<file path="config.mk">
export PLATFORM = sky130hd
export DESIGN_NAME = spi_clk_arbiter
export DESIGN_NICKNAME = d
export VERILOG_FILES = /design/src/rtl/spi_clk_arbiter.sv
export SDC_FILE = /design/constraint.sdc
export NUM_CORES = 1
export LEC_CHECK = 0
export BUFFER_PORTS_ARGS = -buffer_cell sky130_fd_sc_hd__buf_2
export CAP_MARGIN = 20
export CORE_MARGIN = 1
export CORE_UTILIZATION = 30
export CTS_BUF_LIST = sky130_fd_sc_hd__clkbuf_8 sky130_fd_sc_hd__clkbuf_16
export DETAILED_ROUTE_END_ITERATION = 6
export PLACE_DENSITY_LB_ADDON = 0.1
export SYNTH_ARGS = -nofsm -noshare
export SYNTH_HDL_FRONTEND = slang
export SYNTH_SLANG_ARGS = --single-unit
</file>
<file path="constraint.sdc">
create_clock -name i_clk -period 2 [get_ports i_clk]
set_input_delay 0.4 -clock i_clk [delete_from_list [all_inputs] [get_ports i_clk]]
set_output_delay 0.4 -clock i_clk [all_outputs]
set_load 0.005 [all_outputs]
</file>
<file path="src/rtl/spi_clk_arbiter.sv">
// spi_clk_arbiter: round-robin sequencer sharing one SPI clock divider among NUM_REQ requesters.
// Optional SPI_ARB_CFG_CACHE_EN skips the divider reload when the selected divisor is unchanged.
`default_nettype none

module spi_clk_arbiter #(
  parameter int NUM_REQ = 2,
  parameter int TIMEOUT = 15
) (
  input  logic                 i_clk,
  input  logic                 i_rst,
  input  logic [NUM_REQ-1:0]   i_req,
  input  logic [8*NUM_REQ-1:0] i_div,
  output logic [NUM_REQ-1:0]   o_grant,
  output logic [NUM_REQ-1:0]   o_done,
  output logic                 o_err,
  output logic [8:0]           o_div_config,
  output logic                 o_div_start_n,
  input  logic                 i_div_idle
);

  localparam int IW = (NUM_REQ > 2) ? 2 : 1;
  localparam logic [7:0] TO_LIMIT = 8'(TIMEOUT);

  localparam logic [2:0] S_IDLE     = 3'd0;
  localparam logic [2:0] S_CFG      = 3'd1;
  localparam logic [2:0] S_CFG_WAIT = 3'd2;
  localparam logic [2:0] S_START    = 3'd3;
  localparam logic [2:0] S_RUN_WAIT = 3'd4;
  localparam logic [2:0] S_BUSY     = 3'd5;
  localparam logic [2:0] S_DONE     = 3'd6;

  logic [2:0]         state;
  logic [IW-1:0]      r_idx;
  logic [IW-1:0]      r_last;
  logic [NUM_REQ-1:0] r_onehot;
  logic [7:0]         r_div;
  logic [7:0]         r_cnt;
  logic               r_err;

  logic [NUM_REQ-1:0] w_above_last;
  logic [NUM_REQ-1:0] w_req_above;
  logic [NUM_REQ-1:0] w_pick_from;
  logic [NUM_REQ-1:0] w_sel_onehot;
  logic [3:0]         w_oh4;
  logic [31:0]        w_div4;
  logic [IW-1:0]      w_sel_idx;
  logic [7:0]         w_sel_div;
  logic               w_go;
  logic               w_timeout;
  logic               w_cache_hit;

  // Requesters strictly above r_last get first pick; otherwise wrap to the lowest index.
  assign w_above_last = NUM_REQ'(4'b1111 << ({1'b0, 2'(r_last)} + 3'd1));
  assign w_req_above  = i_req & w_above_last;
  assign w_pick_from  = (|w_req_above) ? w_req_above : i_req;
  assign w_sel_onehot = w_pick_from & (~w_pick_from + NUM_REQ'(1));

  // Index and divisor muxes are written for the 4-requester maximum and zero-padded.
  assign w_oh4     = 4'(w_sel_onehot);
  assign w_div4    = 32'(i_div);
  assign w_sel_idx = IW'({w_oh4[2] | w_oh4[3], w_oh4[1] | w_oh4[3]});
  assign w_sel_div = ({8{w_oh4[0]}} & w_div4[7:0])   |
                     ({8{w_oh4[1]}} & w_div4[15:8])  |
                     ({8{w_oh4[2]}} & w_div4[23:16]) |
                     ({8{w_oh4[3]}} & w_div4[31:24]);

  assign w_go      = (|i_req) && i_div_idle;
  assign w_timeout = (((state == S_CFG_WAIT) && !i_div_idle) ||
                      ((state == S_RUN_WAIT) &&  i_div_idle)) && (r_cnt == TO_LIMIT);

`ifdef SPI_ARB_CFG_CACHE_EN
  logic [7:0] r_cfg_last;
  logic       r_cfg_valid;

  assign w_cache_hit = r_cfg_valid && (w_sel_div == r_cfg_last);

  always_ff @(posedge i_clk or posedge i_rst) begin
    if (i_rst) begin
      r_cfg_last  <= 8'h00;
      r_cfg_valid <= 1'b0;
    end else if (state == S_CFG) begin
      r_cfg_last  <= r_div;
      r_cfg_valid <= 1'b1;
    end else if (w_timeout) begin
      r_cfg_valid <= 1'b0;
    end
  end
`else
  assign w_cache_hit = 1'b0;
`endif

  always_ff @(posedge i_clk or posedge i_rst) begin
    if (i_rst) begin
      state    <= S_IDLE;
      r_idx    <= '0;
      r_last   <= IW'(NUM_REQ - 1);
      r_onehot <= '0;
      r_div    <= 8'h00;
      r_cnt    <= 8'h00;
      r_err    <= 1'b0;
    end else begin
      case (state)
        S_IDLE: begin
          if (w_go) begin
            r_idx    <= w_sel_idx;
            r_onehot <= w_sel_onehot;
            r_div    <= w_sel_div;
            state    <= w_cache_hit ? S_START : S_CFG;
          end
        end
        S_CFG: begin
          r_cnt <= 8'h00;
          state <= S_CFG_WAIT;
        end
        S_CFG_WAIT: begin
          if (i_div_idle) begin
            state <= S_START;
          end else if (w_timeout) begin
            r_err <= 1'b1;
            state <= S_DONE;
          end else begin
            r_cnt <= r_cnt + 8'd1;
          end
        end
        S_START: begin
          r_cnt <= 8'h00;
          state <= S_RUN_WAIT;
        end
        S_RUN_WAIT: begin
          if (!i_div_idle) begin
            state <= S_BUSY;
          end else if (w_timeout) begin
            r_err <= 1'b1;
            state <= S_DONE;
          end else begin
            r_cnt <= r_cnt + 8'd1;
          end
        end
        // Burst length scales with the divisor, so no timeout while busy.
        S_BUSY: begin
          if (i_div_idle) begin
            state <= S_DONE;
          end
        end
        S_DONE: begin
          r_last <= r_idx;
          r_err  <= 1'b0;
          state  <= S_IDLE;
        end
        default: begin
          state <= S_IDLE;
        end
      endcase
    end
  end

  assign o_grant       = (state != S_IDLE) ? r_onehot : '0;
  assign o_done        = (state == S_DONE) ? r_onehot : '0;
  assign o_err         = (state == S_DONE) && r_err;
  assign o_div_config  = (state == S_CFG) ? {r_div, 1'b1} : 9'h000;
  assign o_div_start_n = (state != S_START);

endmodule

`default_nettype wire

</file>
==> results of run 1 <==
flip-flops by register name (all words and copies together) (netlist names):
name      cells
r_idx         1
r_last        1
state         3
r_onehot      1
r_cnt         8
r_div         8
r_err         1
per-layer routing:
layer / wire, um / track usage, % / up-vias
met5: 0 / 0 / -
met3: 122 / 4.05 / 5
met1: 1300 / 18.4 / 544
met2: 1570 / 28.1 / 18
li1: - / - / 543
met4: 17 / 3.19 / 0
synth_stat cells, types with 2 or more instances:
cell,n
sky130_fd_sc_hd__dfrtp_1,22
sky130_fd_sc_hd__a221o_1,8
sky130_fd_sc_hd__and2_1,8
sky130_fd_sc_hd__and4_1,8
sky130_fd_sc_hd__nor2_1,7
sky130_fd_sc_hd__a21oi_1,6
sky130_fd_sc_hd__and3_1,5
sky130_fd_sc_hd__nand2_1,5
sky130_fd_sc_hd__nor2b_1,5
sky130_fd_sc_hd__clkbuf_1,4
sky130_fd_sc_hd__o21ai_0,4
sky130_fd_sc_hd__or3_1,4
sky130_fd_sc_hd__a21o_1,3
sky130_fd_sc_hd__inv_1,3
sky130_fd_sc_hd__nor3_1,3
sky130_fd_sc_hd__buf_2,2
sky130_fd_sc_hd__buf_6,2
sky130_fd_sc_hd__mux2i_1,2
sky130_fd_sc_hd__nand2b_1,2
sky130_fd_sc_hd__nand3_1,2
sky130_fd_sc_hd__o31ai_1,2
sky130_fd_sc_hd__or4_1,2
sky130_fd_sc_hd__xor2_1,2
power by group through the flow:
stage | clock (mW) | combinational (mW) | sequential [mW]
final | 0.290 | 0.659 | 0.771
after global routing | 0.322 | 0.757 | 0.802
after CTS | 0.302 | 0.661 | 0.772
after detailed placement | 0 | 0.662 | 0.779
after global placement | 0 | 0.649 | 0.774
after floorplan | 0 | 0.558 | 0.698
timing repair:
item	in CTS	in global routing
setup buffers	0	0
endpoints found under the setup margin	0	9
gates resized for setup	0	3
hold buffers	0	0
logic make-up (layout without fill, tap and decap cells):
| logic type | after synthesis | in the layout | share of synthesized area (%) |
|---|---|---|---|
| multiplexers | 2 | 2 | 1.55 |
| adder cells (fa/ha/maj) | 1 | 1 | 0.972 |
| AO/OA/AOI/OAI | 30 | 30 | 17.9 |
| AND/OR/NAND/NOR | 56 | 56 | 27.6 |
| XOR/XNOR | 3 | 3 | 2.04 |
| flip-flops | 23 | 23 | 44.8 |
| buffers and inverters | 12 | 46 | 5.15 |
path summary, 6_finish.rpt:
path                       startpoint              end  slack, ns  cells past startpoint
min in group i_clk           i_div[0]         r_div[0]       0.36                      2
setup reg to reg             state[1]         r_cnt[5]       0.19                      4
setup / recovery             state[2]  o_div_config[2]       0.14                      4
hold reg to reg                 r_idx            r_idx       0.50                      1
hold / removal                  i_rst         r_cnt[2]       0.17                      3
max in group asynchronous       i_rst           r_last       1.54                      3
layout by cell type (no fill, tap or decap), drive strengths merged, types with 4 or more instances in the layout:
| master | count |
|---|---|
| dfrtp | 22 |
| or3 | 4 |
| a221o | 8 |
| and2 | 8 |
| nand2 | 5 |
| inv | 4 |
| and3 | 5 |
| nor2b | 5 |
| o21ai | 6 |
| nor2 | 7 |
| and4 | 8 |
| buf | 39 |
| a21oi | 6 |
area by class of cell:
cell class / count / area (um^2)
fill: 412 / 2500
timing repair buffer: 39 / 205
sequential: 23 / 578
clock inverter: 1 / 3.75
tap: 50 / 62.6
multi-input combinational: 92 / 653
inverter: 3 / 11.3
clock buffer: 3 / 41.3
worst register-to-register path, stage by stage (launching register included):
cell,delay [ns]
sky130_fd_sc_hd__dfrtp_1,0.53
sky130_fd_sc_hd__nor3b_2,0.34
sky130_fd_sc_hd__o22ai_4,0.19
sky130_fd_sc_hd__or4_1,0.53
sky130_fd_sc_hd__a21oi_1,0.15
==> flow_results.org, run 1 <==
** Critical path
- Cell class contributing the biggest share of worst-path delay :: flip-flops
- The worst setup path is captured at an output port.
- STA classifies the critical path startpoint as a flop.
- Critical-path cell with the highest stage delay :: sky130_fd_sc_hd__dfrtp_1
- For this run, the slowest stage of the critical path takes 0.54 ns.
- Required time of the worst setup path :: 1.60 ns
- The signal on the critical path passes through nor2b_1, and2b_2, and2_1, buf_2.
- The number of buffers and inverters on the critical path is 1.
- Highest fanout seen on the critical path :: 10
- Worst Setup Path Type :: reg2out
- Data on the critical path arrives at its endpoint at 1.46 ns.

** Global routing
- First-pass GRT wire length :: 5.38 mm
- The initial antenna violation count came to 0.
- Via count of the first global-routing pass :: 1155
- Overflow left after global routing :: 0
- Entering global routing, the biggest net connects 24 pins.
- Global routing consumed, over all layers together, 15.6% of the routing resources.

** Die
- Std-Cell Rows :: 23
- The die is 67.5 um tall.
- The initial utilization of the core area, before any placement, comes to 31.7%.
- I/O pin cnt :: 36
- The die is 67.5 um wide.
- Floorplan core area :: 0.00406 mm^2
- Total die area :: 0.00456 mm^2

** Timing
- Unrepaired setup endpoints after global routing :: no
- After layout, the worst setup slack is 0.141 ns.
- Final setup skew :: 0.00366 ns
- Setup violations remaining at the end of the flow were counted as 0.
- The final count of hold timing violations was 0.
- In this run the tightest slew margin relative to its limit is 70.1%.
- Share of the clock period used by the worst path after layout :: 92.9%
- At the pin with the least slew margin, the transition time is 0.448 ns.
- Peak Freq :: 0.538 GHz
- After routing, the total negative slack on setup checks comes to 0 ns.
- Hold is met by 0.169 ns.
- Post-layout minimum cycle time :: 1.86 ns
- The final count of pins violating max slew came to 0.

** Place
- Routability-driven placement finished with a final weighted congestion of 0.720.
- The count of buffers added on input and output ports is 35.
- Post-placement cell count :: 207
- Worst setup slack after placement :: 0.185 ns
- Area of placed instances :: 0.00150 mm^2
- Once detailed placement completed, the half-perimeter wirelength came to 2.12 mm.

** Power and ir drop
- Power, Total :: 1.72 mW
- The internal portion of the total power is 1.11 mW.
- Leakage component of the power :: 0.765 nW
- Part of the total power dissipated in sequential elements :: 44.8%
- In this run, the clock network consumes 16.9% of the power.
- IR drop worst, VDD :: 0.417 mV
- Per report_power, the combinational group accounts for 38.3% of the total.
- In this run the power spent charging and discharging nets is 0.610 mW.
- Switching Fraction :: 35.5%
- Power density over cell area :: 1110 mW/mm^2

** Route
- After detailed routing, the number of vias per cell comes to 5.26.
- The count of nets left with antenna violations once routing finished came out at 0.
- Initial drt markers :: 37
- DR pass1 iterations :: 2
- Across all layers, the routed design uses 1110 vias.
- In the routed design, unresolved DRC markers number 0.
- WL final :: 3.01 mm
- In the final routed layout, each cell accounts on average for 14.2 um.

** Final layout
- 0 antenna diodes ended up in the layout.
- The finished cells cover 0.00156 mm^2.
- Relative to the synthesized area, the layout overhead comes to 20.8%.
- Post-Route Utilization :: 38.3%
- The post-route netlist has 31.1% of its cells at a drive strength greater than 1.
- The finished layout holds 211 standard cells, fillers aside.
- NumNets Final :: 184

** CTS
- The tree is rooted in a sky130_fd_sc_hd__clkbuf_8.
- In this run the number of H-tree levels came out at 1.
- In this run the deepest clock path goes through 2 buffers.
- Clock tree synthesis inserted a total of 3 buffers.
- TritonCTS Sinks :: 23
- Clk slew on worst S/H paths :: 0.08 ns
- Clock Latency Late Sink :: 0.26 ns
- Clock tree from TritonCTS :: built

** Synth
- In this run, distinct cell masters in the synthesized netlist total 39.
- Synthesis inferred 23 register bits.
- For this run, the leading register cell type out of synthesis is sky130_fd_sc_hd__dfrtp_1.
- The number of nets handed over by synthesis was 149.
- Number of instances in the synthesized netlist :: 127
- Average cell area after synthesis :: 10.1 um^2
- Warning count from the yosys run :: 0
- After synthesis, the largest area contributor takes up 42.8% of total cell area.
- Netlist Area Pre-Place :: 0.00129 mm^2
- Portion of the post-synthesis area used by sequential elements :: 44.8%
- Top area cells in the synthesized netlist :: sky130_fd_sc_hd__dfrtp_1, sky130_fd_sc_hd__a221o_1, sky130_fd_sc_hd__and4_1
- Counting flops with a built-in enable in the synthesized netlist gives 0.
- Async set-or-reset flop fraction in the synthesized netlist :: 100%
- Cell taking the most area after synthesis :: sky130_fd_sc_hd__dfrtp_1

** Min path
- Tightest Hold Check Type :: in2async

** Outcome
- The flow ran to the end, and the final reports show no timing, DRC or antenna violations.

** Run
- Across the run, the number of max-cap violations was 0.
No activity file was read; power rests on OpenSTA's default activity.
==> run 2, diff against run 1 <==
ABC_AREA = 1   (was not set)
BUFFER_PORTS_ARGS = -buffer_cell sky130_fd_sc_hd__buf_4   (was -buffer_cell sky130_fd_sc_hd__buf_2)
==> run 2 against run 1 <==
- sequential power down 2%
- worst setup slack better by 0.086 ns
- largest cell class unchanged
- highest routed layer unchanged
- flip-flop and latch count unchanged
- non-clock buffer count is 3 lower
==> flow_results.org, run 2 <==
** Power and ir drop
- Switching power :: 0.752 mW (+23%)
- Cell-internal power :: 1.09 mW (-1.3%)
- Combinational Power Share :: 43.7% (+5.4 points)
- The total power draw was 1.85 mW (+7.4%).
- The switching power as a share of total power came to 40.7% (+5.2 points).
- The largest vdd supply drop was 0.431 mV (+3.4%).
- The leakage power figure is 0.932 nW (+22%).
- Part of the total power dissipated in sequential elements :: 40.8% (-4.0 points)
- The clock power share came to 15.5% (-1.4 points).
- The total power divided by cell area was 1060 mW/mm^2 (-4.5%).

** Critical path
- Arrival time of data at the critical path endpoint :: 1.37 ns (-0.09 ns)
- The critical path is of the reg2out type.
- Setup crit start kind :: flop
- Required time of the worst setup path :: 1.60 ns (about the same)
- Highest fanout seen on the critical path :: 5 (-5)
- The worst setup path is captured at an output port.

** Timing
- The worst clock skew is 0.00368 ns (+0.0000155 ns).
- The final critical path time including I/O delays and setup is 1.77 ns (-0.0861 ns).
- Share of the clock period used by the worst path after layout :: 88.6% (-4.3 points)
- Final max-slew violation count :: 0 (unchanged)
- The transition time of the tightest slew-check pin was 0.343 ns (-0.105 ns).
- The final count of hold timing violations came to 0 (unchanged).
- Setup repair after global routing left no endpoint under its margin.
- The final setup violation count was 0 (unchanged).
- The setup TNS after final layout is 0 ns (unchanged).
- The achievable frequency is 0.564 GHz (+4.9%).
- The max-slew headroom at the worst pin is 77.1% (+7.0 points).

** Route
- DRT antenna net count :: 0 (unchanged)
- The detailed-routing iteration count for the pre-antenna-repair pass came to 6 (+4).
- The post-detailed-route DRC marker count was 0 (unchanged).
- The routed wirelength normalized by instance count came to 11.0 um (-22%).
- The violation count after the first detailed-routing iteration came to 64 (+73%).
- The post-detailed-route via-to-cell ratio is 4.42 (-16%).
- Routed vias :: 1283 (+16%)
- WL final :: 3.20 mm (+6.5%)

** Synth
- Netlist Area Pre-Place :: 0.00138 mm^2 (+7.4%)
- Most frequent cell after synthesis :: sky130_fd_sc_hd__nand2_1
- By area the synthesized netlist is led by sky130_fd_sc_hd__dfrtp_1, sky130_fd_sc_hd__nand2_1, sky130_fd_sc_hd__nor2_1.
- Fraction of synthesized cell area taken by the top area cell type :: 39.8% (-2.9 points)
- The post-synthesis average cell area was 6.91 um^2 (-32%).
- Post-synthesis net count :: 222 (+49%)
- Among all flip-flop cells after synthesis, the most frequent one is sky130_fd_sc_hd__dfrtp_1.
- Commonest cells post-synth :: sky130_fd_sc_hd__nand2_1, sky130_fd_sc_hd__nor2_1, sky130_fd_sc_hd__inv_1, sky130_fd_sc_hd__dfrtp_1, sky130_fd_sc_hd__nand3_1
- Cell taking the most area after synthesis :: sky130_fd_sc_hd__dfrtp_1
- The share of synthesized cell area in full adder, half adder and majority cells came to 0.905% (-0.067 points).
- The register bit count reported by yosys was 23 (unchanged).
- The register area share after synthesis is 41.7% (-3.1 points).
- Largest family of logic cells by synthesized area :: simple AND/OR/NAND/NOR gates
- The fraction of the mapped netlist area in compound gates came to 4.80% (-13 points).
- The multiplexer area fraction after synthesis is 0% (-1.6 points).
- Post-synth EDFFs :: 0 (unchanged)
- Xor and xnor fraction of the mapped netlist area :: 1.27% (-0.77 points)
- Warning count from the yosys run :: 0 (unchanged)
- The distinct cell type count of the synthesized netlist came to 24 (-38%).
- The share of flip-flops with an asynchronous set or reset came to 100% (unchanged).
- The synthesized instance count was 200 (+57%).
- Area fraction in and, or, nand and nor cells after synthesis :: 42.0% (+14 points)

** Final layout
- Commonest non-fill, non-tap cells in the layout :: sky130_fd_sc_hd__nand2_1, sky130_fd_sc_hd__buf_4, sky130_fd_sc_hd__nor2_1
- Diodes inserted :: 0 (unchanged)
- Leading cell type in the layout, fill and taps excluded :: sky130_fd_sc_hd__nand2_1
- Total area of multi-input combinational cells :: 679 um^2 (+4.0%)
- NumNets Final :: 261 (+42%)
- Area used by sequential logic in the layout :: 577 um^2 (-0.22%)
- Largest regs :: r_cnt: 8 flops, r_div: 8 flops, state: 3 flops
- The final design area excluding fillers is 0.00175 mm^2 (+12%).
- Fill count :: 485 (+18%)
- Relative to the synthesized area, the layout overhead comes to 26.5%.
- The fraction of layout cells with a size suffix above 1 came to 22.3% (-8.8 points).

** CTS
- The number of levels in the clock H-tree is 1 (unchanged).
- The buffer levels on the longest clock path is 2 (unchanged).
- Clk slew on worst S/H paths :: 0.08 ns (about the same)
- Clock Latency Late Sink :: 0.26 ns (about the same)
- The cell sitting at the root of the clock tree is a sky130_fd_sc_hd__clkbuf_8.
- TritonCTS built the clock tree.
- The number of buffers created by CTS is 3 (unchanged).
- The number of sinks handled by clock tree synthesis is 23 (unchanged).
- Post-CTS setup buffer count :: 0 (unchanged)

** Die
- The overall die width came to 69.9 um (+3.5%).
- The area of the die was 0.00488 mm^2 (+7.2%).
- Initial cell density of the core :: 31.5% (-0.19 points)
- Floorplan core area :: 0.00438 mm^2 (+8.0%)
- The placement row count is 24 (+4.3%).
- I/O pin cnt :: 36 (unchanged)
- Die height :: 69.9 um (+3.5%)

** Outcome
- Status :: complete, no violations

** Global routing
- The total routing resource utilization after global routing came to 14.7% (-0.94 points).
- Antenna violations before repair :: 0 (unchanged)
- Maximum number of pins on one net before global-route repair :: 24 (unchanged)
- The number of global-route vias before repair was 1324 (+15%).
- The global-route wire length before repair came to 5.89 mm (+9.3%).
- Overflow left after global routing :: 0 (unchanged)

** Place
- Final RePlAce weighted congestion :: 0.763 (+5.9%)
- The placement-stage cell area came to 0.00170 mm^2 (+13%).
- The detailed placement HPWL is 2.41 mm (+13%).
- Port bufs :: 35 (unchanged)

** Min path
- The worst hold path belongs to the class in2async.

** Run
- The max capacitance violation total was 0 (unchanged).
==> run 2: layout make-up <==
class	count	share of cell area, %
timing repair buffer	36	15.5
clock inverter	1	0.215
clock buffer	3	2.36
tap	52	3.72
inverter	30	6.44
multi-input combinational	145	38.8
sequential	23	33.0
==> run 2: what timing repair did <==
item | 4_1_cts | 5_1_grt
endpoints found under the setup margin | 0 | 3
gates resized for setup | 0 | 1
hold buffers | 0 | 0
==> run 2: path summary, 6_finish.rpt <==
kind | cells past startpoint | startpoint | endpoint | slack (ns)
worst max-delay path | 6 | state[0] | o_err | 0.23
min in group i_clk | 3 | i_div[10] | r_div[2] | 0.34
worst min register to register | 2 | r_div[6] | r_div[6] | 0.50
worst min-delay path | 3 | i_rst | r_div[6] | 0.18
max in group asynchronous | 3 | i_rst | r_last | 1.54
worst max register to register | 8 | r_cnt[0] | r_cnt[5] | 0.40
==> run 2: kinds of logic after synthesis <==
group | Yosys count
AOI/OAI and AO/OA | 11
xor gates and xnor gates | 2
adders and majority gates | 1
buffers and inverters | 32
DFF | 23
and+or+nand+nor | 131
==> run 2: power by group through the flow <==
stage	combinational, mW	sequential, mW	clock, mW
floorplan	0.570	0.734	0
global placement	0.813	0.765	0
detailed placement	0.814	0.759	0
CTS	0.816	0.753	0.304
global route	0.945	0.783	0.315
finish	0.808	0.754	0.285
==> run 2: layer usage <==
metal	vias up	global-route usage, %	wire [um]
met5	-	0	0
met4	0	4.00	24
met3	2	2.16	117
met2	34	23.4	1440
met1	559	20.7	1620
li1	688	-	-
==> run 2: metrics by stage <==
| stage | hold WS, ns | setup WS (ns) | std cells | utilization [%] |
|---|---|---|---|---|
| after floorplan | 0.401 | 0.631 | 200 | - |
| after global placement | 0.484 | 0.424 | 286 | 38.8 |
| after detailed placement | 0.479 | 0.416 | 286 | 38.8 |
| after CTS | 0.185 | 0.142 | 290 | 39.8 |
| after global routing | 0.217 | 0.0786 | 290 | 39.9 |
| final | 0.176 | 0.227 | 290 | 39.9 |
==> run 2: critical path, stage by stage, from the launching register on <==
cell                      delay [ns]
sky130_fd_sc_hd__dfrtp_1        0.42
sky130_fd_sc_hd__inv_1          0.13
sky130_fd_sc_hd__nand2_1        0.09
sky130_fd_sc_hd__nor2_1         0.14
sky130_fd_sc_hd__inv_1          0.11
sky130_fd_sc_hd__nor2_1         0.10
sky130_fd_sc_hd__buf_4          0.12
